### config.mk
export PLATFORM = sky130hd
export DESIGN_NAME = wb_uart_tx_fifo
export DESIGN_NICKNAME = d
export VERILOG_FILES = /design/src/rtl/wb_uart_tx_fifo.sv
export SDC_FILE = /design/constraint.sdc
export NUM_CORES = 1
export LEC_CHECK = 0
export ABC_AREA = 1
export BUFFER_PORTS_ARGS = -buffer_cell sky130_fd_sc_hd__buf_2
export CORE_ASPECT_RATIO = 1.5
export CORE_UTILIZATION = 55
export DETAILED_ROUTE_END_ITERATION = 12
export PLACE_DENSITY = 0.7
export SKIP_LAST_GASP = 1
export SYNTH_ARGS = -nofsm -noshare
export SYNTH_HDL_FRONTEND = slang
export SYNTH_SLANG_ARGS = --single-unit
export TNS_END_PERCENT = 30
### constraint.sdc
create_clock -name clk -period 7 [get_ports clk]
set_input_delay 0.7 -clock clk [delete_from_list [all_inputs] [get_ports clk]]
set_output_delay 0.7 -clock clk [all_outputs]
set_load 0.005 [all_outputs]
### src/rtl/wb_uart_tx_fifo.sv
// wb_uart_tx_fifo
//   Wishbone slave (8-bit) that queues console bytes in a small FIFO and
//   shifts them out as 8N1 UART frames on uart_tx.
//
// Ports
//   clk, rst_n          system clock, async active-low reset
//   wb_adr_i            register offset, low ADDR_W bits decoded
//   wb_dat_i/wb_dat_o   write / registered read data
//   wb_cyc_i, wb_stb_i  bus cycle qualifiers
//   wb_we_i             write enable
//   wb_ack_o            single-cycle acknowledge
//   uart_tx             serial output, idle high
//   irq_empty           FIFO empty and serialiser idle (registered)
//
// Register map
//   0x0 DATA   W: push byte                R: 0
//   0x1 STATUS R: {0000, ovf, busy, empty, full}   W: bit3=1 clears ovf
//   0x2 CTRL   [0] enable (R/W), [1] flush (W, self-clearing)
//   0x3 COUNT  R: FIFO occupancy, saturating at 255
//
// Serialiser states
//   IDLE  | line high, pops the FIFO head when enabled and not empty
//   START | start bit (low) for CLK_DIV clocks
//   DATA  | 8 data bits LSB first, CLK_DIV clocks each
//   STOP  | stop bit (high) for CLK_DIV clocks

module wb_uart_tx_fifo #(
  parameter int CLK_DIV    = 234,
  parameter int FIFO_DEPTH = 16,
  parameter int ADDR_W     = 4
) (
  input  logic       clk,
  input  logic       rst_n,
  input  logic [7:0] wb_adr_i,
  input  logic [7:0] wb_dat_i,
  output logic [7:0] wb_dat_o,
  input  logic       wb_cyc_i,
  input  logic       wb_stb_i,
  input  logic       wb_we_i,
  output logic       wb_ack_o,
  output logic       uart_tx,
  output logic       irq_empty
);

  localparam int AW = $clog2(FIFO_DEPTH);
  localparam int BW = $clog2(CLK_DIV);
  localparam logic [BW-1:0] BAUD_LOAD = BW'(CLK_DIV - 1);

  typedef enum logic [1:0] {IDLE, START, DATA, STOP} state_t;

  state_t          state;
  logic [BW-1:0]   baud_cnt;
  logic [2:0]      bit_cnt;
  logic [7:0]      shift;

  logic [7:0]      mem [FIFO_DEPTH];
  logic [AW:0]     wptr, rptr, count;
  logic            full, empty, overflow, enable;
  logic [15:0]     count_w;
  logic [7:0]      count_rd, rd_data;

  logic [ADDR_W-1:0] offset;
  logic            wb_req, wr_fire, push_req, push_ok, pop, flush, ctrl_wr, w1c_ovf;
  logic [7:0]      unused_adr;

  assign unused_adr = wb_adr_i;
  assign offset     = wb_adr_i[ADDR_W-1:0];

  assign count    = wptr - rptr;
  assign empty    = (wptr == rptr);
  assign full     = (count == (AW+1)'(FIFO_DEPTH));
  assign count_w  = 16'(count);
  assign count_rd = (count_w > 16'd255) ? 8'hFF : count_w[7:0];

  // Writes take effect in the ack cycle so each access acts exactly once.
  assign wb_req   = wb_cyc_i & wb_stb_i;
  assign wr_fire  = wb_req & wb_ack_o & wb_we_i;
  assign push_req = wr_fire & (offset == ADDR_W'(0));
  assign w1c_ovf  = wr_fire & (offset == ADDR_W'(1)) & wb_dat_i[3];
  assign ctrl_wr  = wr_fire & (offset == ADDR_W'(2));
  assign flush    = ctrl_wr & wb_dat_i[1];

  assign pop = (state == IDLE) & enable & ~empty;
  // A simultaneous pop frees a slot, so a push into a full FIFO still lands.
  assign push_ok = push_req & ~flush & (~full | pop);

  always_comb begin
    rd_data = 8'h00;
    if (!wb_we_i) begin
      if (offset == ADDR_W'(1))
        rd_data = {4'b0000, overflow, (state != IDLE), empty, full};
      else if (offset == ADDR_W'(2))
        rd_data = {7'b0000000, enable};
      else if (offset == ADDR_W'(3))
        rd_data = count_rd;
    end
  end

  always_ff @(posedge clk or negedge rst_n) begin
    if (!rst_n) begin
      wb_ack_o <= 1'b0;
      wb_dat_o <= 8'h00;
    end else begin
      wb_ack_o <= wb_req & ~wb_ack_o;
      wb_dat_o <= (wb_req & ~wb_ack_o) ? rd_data : 8'h00;
    end
  end

  always_ff @(posedge clk or negedge rst_n) begin
    if (!rst_n) begin
      wptr     <= '0;
      rptr     <= '0;
      overflow <= 1'b0;
      enable   <= 1'b1;
    end else begin
      if (flush) begin
        wptr <= '0;
        rptr <= '0;
      end else begin
        if (push_ok) wptr <= wptr + 1'b1;
        if (pop)     rptr <= rptr + 1'b1;
      end
      if (push_req & ~flush & full & ~pop) overflow <= 1'b1;
      else if (w1c_ovf)                    overflow <= 1'b0;
      if (ctrl_wr) enable <= wb_dat_i[0];
    end
  end

  always_ff @(posedge clk) begin
    if (push_ok) mem[wptr[AW-1:0]] <= wb_dat_i;
  end

  always_ff @(posedge clk or negedge rst_n) begin
    if (!rst_n) begin
      state    <= IDLE;
      baud_cnt <= '0;
      bit_cnt  <= '0;
      shift    <= '0;
      uart_tx  <= 1'b1;
    end else begin
      case (state)
        IDLE: begin
          uart_tx <= 1'b1;
          if (pop) begin
            shift    <= mem[rptr[AW-1:0]];
            baud_cnt <= BAUD_LOAD;
            uart_tx  <= 1'b0;
            state    <= START;
          end
        end
        START: begin
          if (baud_cnt == '0) begin
            uart_tx  <= shift[0];
            shift    <= {1'b0, shift[7:1]};
            bit_cnt  <= '0;
            baud_cnt <= BAUD_LOAD;
            state    <= DATA;
          end else begin
            baud_cnt <= baud_cnt - 1'b1;
          end
        end
        DATA: begin
          if (baud_cnt == '0) begin
            baud_cnt <= BAUD_LOAD;
            if (bit_cnt == 3'd7) begin
              uart_tx <= 1'b1;
              state   <= STOP;
            end else begin
              uart_tx <= shift[0];
              shift   <= {1'b0, shift[7:1]};
              bit_cnt <= bit_cnt + 3'd1;
            end
          end else begin
            baud_cnt <= baud_cnt - 1'b1;
          end
        end
        STOP: begin
          // The following IDLE cycle gives one idle-high clock between frames.
          if (baud_cnt == '0) state <= IDLE;
          else                baud_cnt <= baud_cnt - 1'b1;
        end
        default: begin
          state   <= IDLE;
          uart_tx <= 1'b1;
        end
      endcase
    end
  end

  always_ff @(posedge clk or negedge rst_n) begin
    if (!rst_n) irq_empty <= 1'b1;
    else        irq_empty <= empty & (state == IDLE);
  end

endmodule

# Yosys cells after proc, flatten, opt, wreduce, memory -nomap -nowiden
# Memories as Yosys holds them, arrays and structs flattened.
# Cells that the tools add are included.
[totals] ff_bits=44 ramBits=128 word_cells=110 n_memories=1
[op_classes] n_addsub=5 magnitude_cmp=1 n_eq_ne=16 n_mux=38 bitwise_logic=22 n_reduce_logical=15
[memory_table] name="mem" depth=16 width=8 rd=1 rd_clocked_by_memory_dff=0 wr=1 line_no="56" source="logic [7:0] mem [FIFO_DEPTH];"
[op_table] op="2-to-1 mux 8 bit" count=13
[op_table] op="case mux 8 bit (3 select lines)" count=2
[op_table] op="2-to-1 mux 5 bit" count=4
[op_table] op="bitwise AND 1 bit" count=16
[op_table] op="inequality test 2 bit, second input constant" count=7
[op_table] op="adder 5 x 1 -> 5 bit, second input constant" count=2
[op_table] op="2-to-1 mux 2 bit" count=5
[op_table] op="AND reduction 5 bit" count=2
[op_table] op="nonzero test 2 bit" count=5
[op_table] op="2-to-1 mux 3 bit" count=3
[op_table] op="== test 4 x 2 -> 1 bit, second input constant" count=2
[op_table] op="greater-than comparator 5 x 8 -> 1 bit, second input constant" count=1
[op_table] op="zero test 8 bit" count=1
[op_table] op="2-to-1 mux 1 bit" count=8
[op_table] op="case mux 2 bit (4 select lines)" count=1
[op_table] op="subtractor 8 x 1 -> 8 bit, second input constant" count=1
[op_table] op="case mux 3 bit (2 select lines)" count=1
[op_table] op="== test 5 bit" count=1
[op_table] op="== test 5 bit, second input constant" count=1
[op_table] op="inverter 1 bit" count=5
[op_table] op="subtractor 5 bit" count=1
[op_table] op="== test 2 bit, second input constant" count=2
[op_table] op="== test 4 x 1 -> 1 bit, second input constant" count=1
[op_table] op="zero test 4 bit" count=1
[op_table] op="other kinds (11)" count=11

# Longest topological paths before layout
[logic_depth] ltp_word=10 mapped_depth=14 mapped_depth_nobuf=12

# Worst setup path after synthesis
# OpenSTA, ideal clock, no wires.
[synth_path] path_kind="flip-flop to flip-flop" startpoint="register rptr[2]" endpoint="memory mem[4][0] (enable)" setup_time_ns=0.370 arrival_ns=2.277 t_required_ns=6.630 path_slack_ns=4.353 stages_incl_launch_ff=13 n_path_buf=3 synth_period_minus_slack_ns=2.647 cell_sequence="dfrtp_1 buf_2 inv_1 clkbuf_1 ha_1 a21oi_1 nand2_1 nand2_1 nand2_1 nand4_4 buf_12 nand3_4 nor2_1"
[synth_between] elab_chain_len=7 elab_cells_between_ends=10
[synth_lines] element="start, declared" line_no="57" source="logic [AW:0] wptr, rptr, count;"
[synth_lines] element="start signal, assigned" line_no="121" source="if (pop) rptr <= rptr + 1'b1;"
[synth_lines] element="subtractor 5 bit / == test 5 bit (equally long branches)" line_no="69, 70"
[synth_lines] element="== test 5 bit / inverter 1 bit (equally long branches)" line_no="71, 83"
[synth_lines] element="inverter 1 bit / bitwise AND 1 bit (equally long branches)" line_no="85, 83"
[synth_lines] element="OR 1 bit *" line_no="85" source="assign push_ok = push_req & ~flush & (~full | pop);"
[synth_lines] element="bitwise AND 1 bit *" line_no="85"
[synth_lines] element="2-to-1 mux 1 bit *" line_no="130" source="if (push_ok) mem[wptr[AW-1:0]] <= wb_dat_i;"
[synth_lines] element="2-to-1 mux 1 bit (implied by the code) *" line_no="130"
[synth_lines] element="end, declared" line_no="56"
# Mark *: on every way between the ends. The rest lies on a longest branch, timed or not.

# Worst setup path in the final report
[layout_path] startpoint="register rptr[1]" endpoint="memory mem[0][3] (enable)"
# Same word-level chain as after synthesis.

==> impl_metrics.json <==
{
  "status": "finished clean",
  "drtIter0Drc": 530,
  "antenna_cells": 0,
  "crit_required_ns": 7.05,
  "path_buf_inv": 2,
  "slew_headroom_pct": 38.5,
  "fin_setup_tns_ns": 0,
  "worstPathCellList": "buf_4, inv_1, ha_1, nand2_1, nor2_2, nand2_2, nand2_2, nand4_4, nand3_4, nor2_1",
  "cap_violations": 0,
  "path_max_fanout": 45,
  "slowest_delay_ns": 0.64,
  "hold_viol": 0,
  "cts_hold_buffers": 0,
  "cp-start-kind": "flip-flop",
  "synth.cell_area_sq_um": 7760,
  "ys_ff_latch": 169,
  "drc": 0,
  "share_seq_of_total_power_pct": 40.2,
  "drive_above_1_share_pct": 11.0,
  "place_area_sq_um": 7940,
  "min_period_over_period_pct": 51.3,
  "place.port_buffers": 24,
  "fin_cells": 946,
  "ir_drop_mv": 0.175,
  "synth-edff-count": 128,
  "fillers": 1044,
  "dp_hpwl_microns": 10800,
  "rows": 52,
  "p_int_mw": 1.94,
  "clk_latency_ns": 0.42,
  "hold_path_class": "in -> async",
  "place.gp.congestion": 0.869,
  "synth.avg_cell_area_sq_um": 10.3,
  "setup_viol": 0,
  "seq_area_frac_synth_pct": 62.8,
  "clk_path_buf_depth": 2,
  "yosysUniqueCellTypes": 41,
  "synth_common_cells": "nand2_1, edfxtp_1, nor2_1",
  "antenna_found_initial": 0,
  "track_usage_pct": 24.1,
  "grt_setup_unrepaired": "false",
  "die_area_sq_um": 14600,
  "endpoint_kind": "flip-flop",
  "reg2regPathDepth": 10,
  "grt_max_degree": 69,
  "num_io_pins": 32,
  "power_frac_comb_pct": 30.3,
  "critPathMostFrequentCell": "nand2_2",
  "num-nets-final": 810,
  "start_util_pct": 57.0,
  "ys_warn_count": 0,
  "post_cts_buffers": 0,
  "htree_num_levels": 4,
  "fp.coreArea_sq_um": 13600,
  "area_growth_syn_to_layout_pct": 9.42,
  "synth_top_area_share_pct": 49.5,
  "worstSetupPathType": "reg -> reg",
  "post_cts_resized": 0,
  "synth_top_cell_by_area": "edfxtp_1",
  "powerDensity_nw_per_um2": 350,
  "syn_inst": 755,
  "ys_top_cells_by_area": "edfxtp_1, dfrtp_1, nand2_1",
  "r2r_slack_ns": 3.41,
  "vias_per_cell": 5.73,
  "grt_first_pass_wirelength_microns": 26400,
  "crit_arrival_ns": 3.64,
  "die_y_microns": 147,
  "cp_top_family": "simple AND/OR/NAND/NOR gates",
  "drt-total-wl_microns": 16500,
  "overflow": 0,
  "clock_sinks": 169,
  "cellLeakagePower_nw": 3.43,
  "yosysMostFrequentCell": "nand2_1",
  "clockPowerShare_pct": 29.4,
  "grt_pass1_vias": 5327,
  "antenna_left": 0,
  "path_clk_slew_ns": 0.06,
  "power_mw": 2.97,
  "dieWidth_microns": 99.0,
  "worst_pin_slew_ns": 0.923,
  "swShare_pct": 34.6,
  "postSynth.asyncResetShare_pct": 24.3,
  "cts_buffers": 17,
  "cp_slowest_cell": "nor2_1",
  "vias": 5423,
  "root_buffer": "clkbuf_16",
  "synth_flop_cell": "edfxtp_1",
  "cts_tree": "built",
  "r2r-start": "rptr[1]",
  "r2r-end": "mem[0][3]",
  "finalMaxSlewViolations": 0,
  "min_period_ns": 3.59,
  "fmax_ghz": 0.278,
  "power_switching_mw": 1.03,
  "drt_first_pass_iters": 5,
  "avgRoutedWirePerCell_microns": 17.4,
  "placed_cells": 914,
  "fin_skew_ns": 0.0120,
  "design_area_sq_um": 8490
}
[flip-flops by register name (all words and copies together) (netlist names)]
name	flops
uart_tx	1
baud_cnt	8
wb_dat_o	5
mem	128
irq_empty	1
rptr	5
wptr	5
enable	1
wb_ack_o	1
state	2
bit_cnt	3
shift	8
overflow	1
[routing by layer]
metal,wire length [microns],GRT usage (%)
met1,6100,27.3
met2,9100,44.5
met3,775,3.69
met4,480,11.0
met5,0,0
[cell families after synthesis]
family | Yosys count | synth area share [%]
compound gates | 107 | 7.55
xor+xnor | 8 | 0.903
fa+ha+maj | 18 | 3.00
buf+inv | 84 | 4.76
flops | 169 | 62.8
other cells | 1 | 0.0483
simple gates | 368 | 20.9
[through the flow]
stage          hold slack (ns)  setup WS, ns  utilization [%]
3_3_place_gp             0.444          3.54             58.4
3_5_place_dp             0.464          3.44             58.4
5_1_grt                  0.482          3.18             62.4
6_report                 0.416          3.41             62.4
2_1_floorplan            0.404          4.35                -
4_1_cts                  0.446          3.37             62.4
[cell type report]
| type | count | area [sq um] | share of cell area, % |
|---|---|---|---|
| Timing Repair Buffer | 27 | 143 | 1.68 |
| Inverter | 52 | 195 | 2.30 |
| Sequential cell | 169 | 4870 | 57.4 |
| Multi-Input combinational cell | 504 | 2520 | 29.7 |
| Tap cell | 162 | 203 | 2.39 |
| Clock inverter | 13 | 118 | 1.39 |
| Clock buffer | 19 | 433 | 5.10 |
[how the worst max path moves through the flow]
stage / slack, ns / to / from / cells after the start
CTS: 3.37 / mem[0][4] / rptr[1] / 10
global placement: 3.54 / mem[0][0] / rptr[1] / 10
floorplan: 4.35 / mem[4][0] / rptr[2] / 12
detailed placement: 3.44 / mem[0][0] / rptr[1] / 10
finish: 3.41 / mem[0][3] / rptr[1] / 10
global route: 3.18 / mem[1][4] / rptr[1] / 10
[power by group through the flow]
stage	clock network (mW)	logic (mW)	registers, mW
after detailed placement	0	0.898	1.21
after CTS	0.880	0.902	1.19
after global placement	0	0.862	1.21
after global routing	0.917	1.03	1.20
final	0.874	0.900	1.19
after floorplan	0	0.707	1.21
[cell usage in the layout, fill, tap and decap left out, types with 2 or more instances in the layout]
cell type,instances
nand2_1,153
edfxtp_1,128
nor2_1,113
o21ai_0,72
nand3_1,68
inv_1,47
dfrtp_1,37
buf_2,24
ha_1,17
clkbuf_16,17
a21oi_1,16
o211ai_1,9
or2_2,7
xor2_1,6
nand4_1,6
inv_2,5
inv_6,5
nand3_4,4
nor3_1,3
nand2_2,3
conb_1,3
dfstp_2,3
buf_4,3
o31ai_1,2
xnor2_1,2
nor2_2,2
nand3b_1,2
nor3_2,2
o21ai_2,2
o22ai_1,2
clkbuf_1,2
clkinvlp_4,2
clkinv_1,2
clkinv_2,2
(Power assumes the default switching activity.)
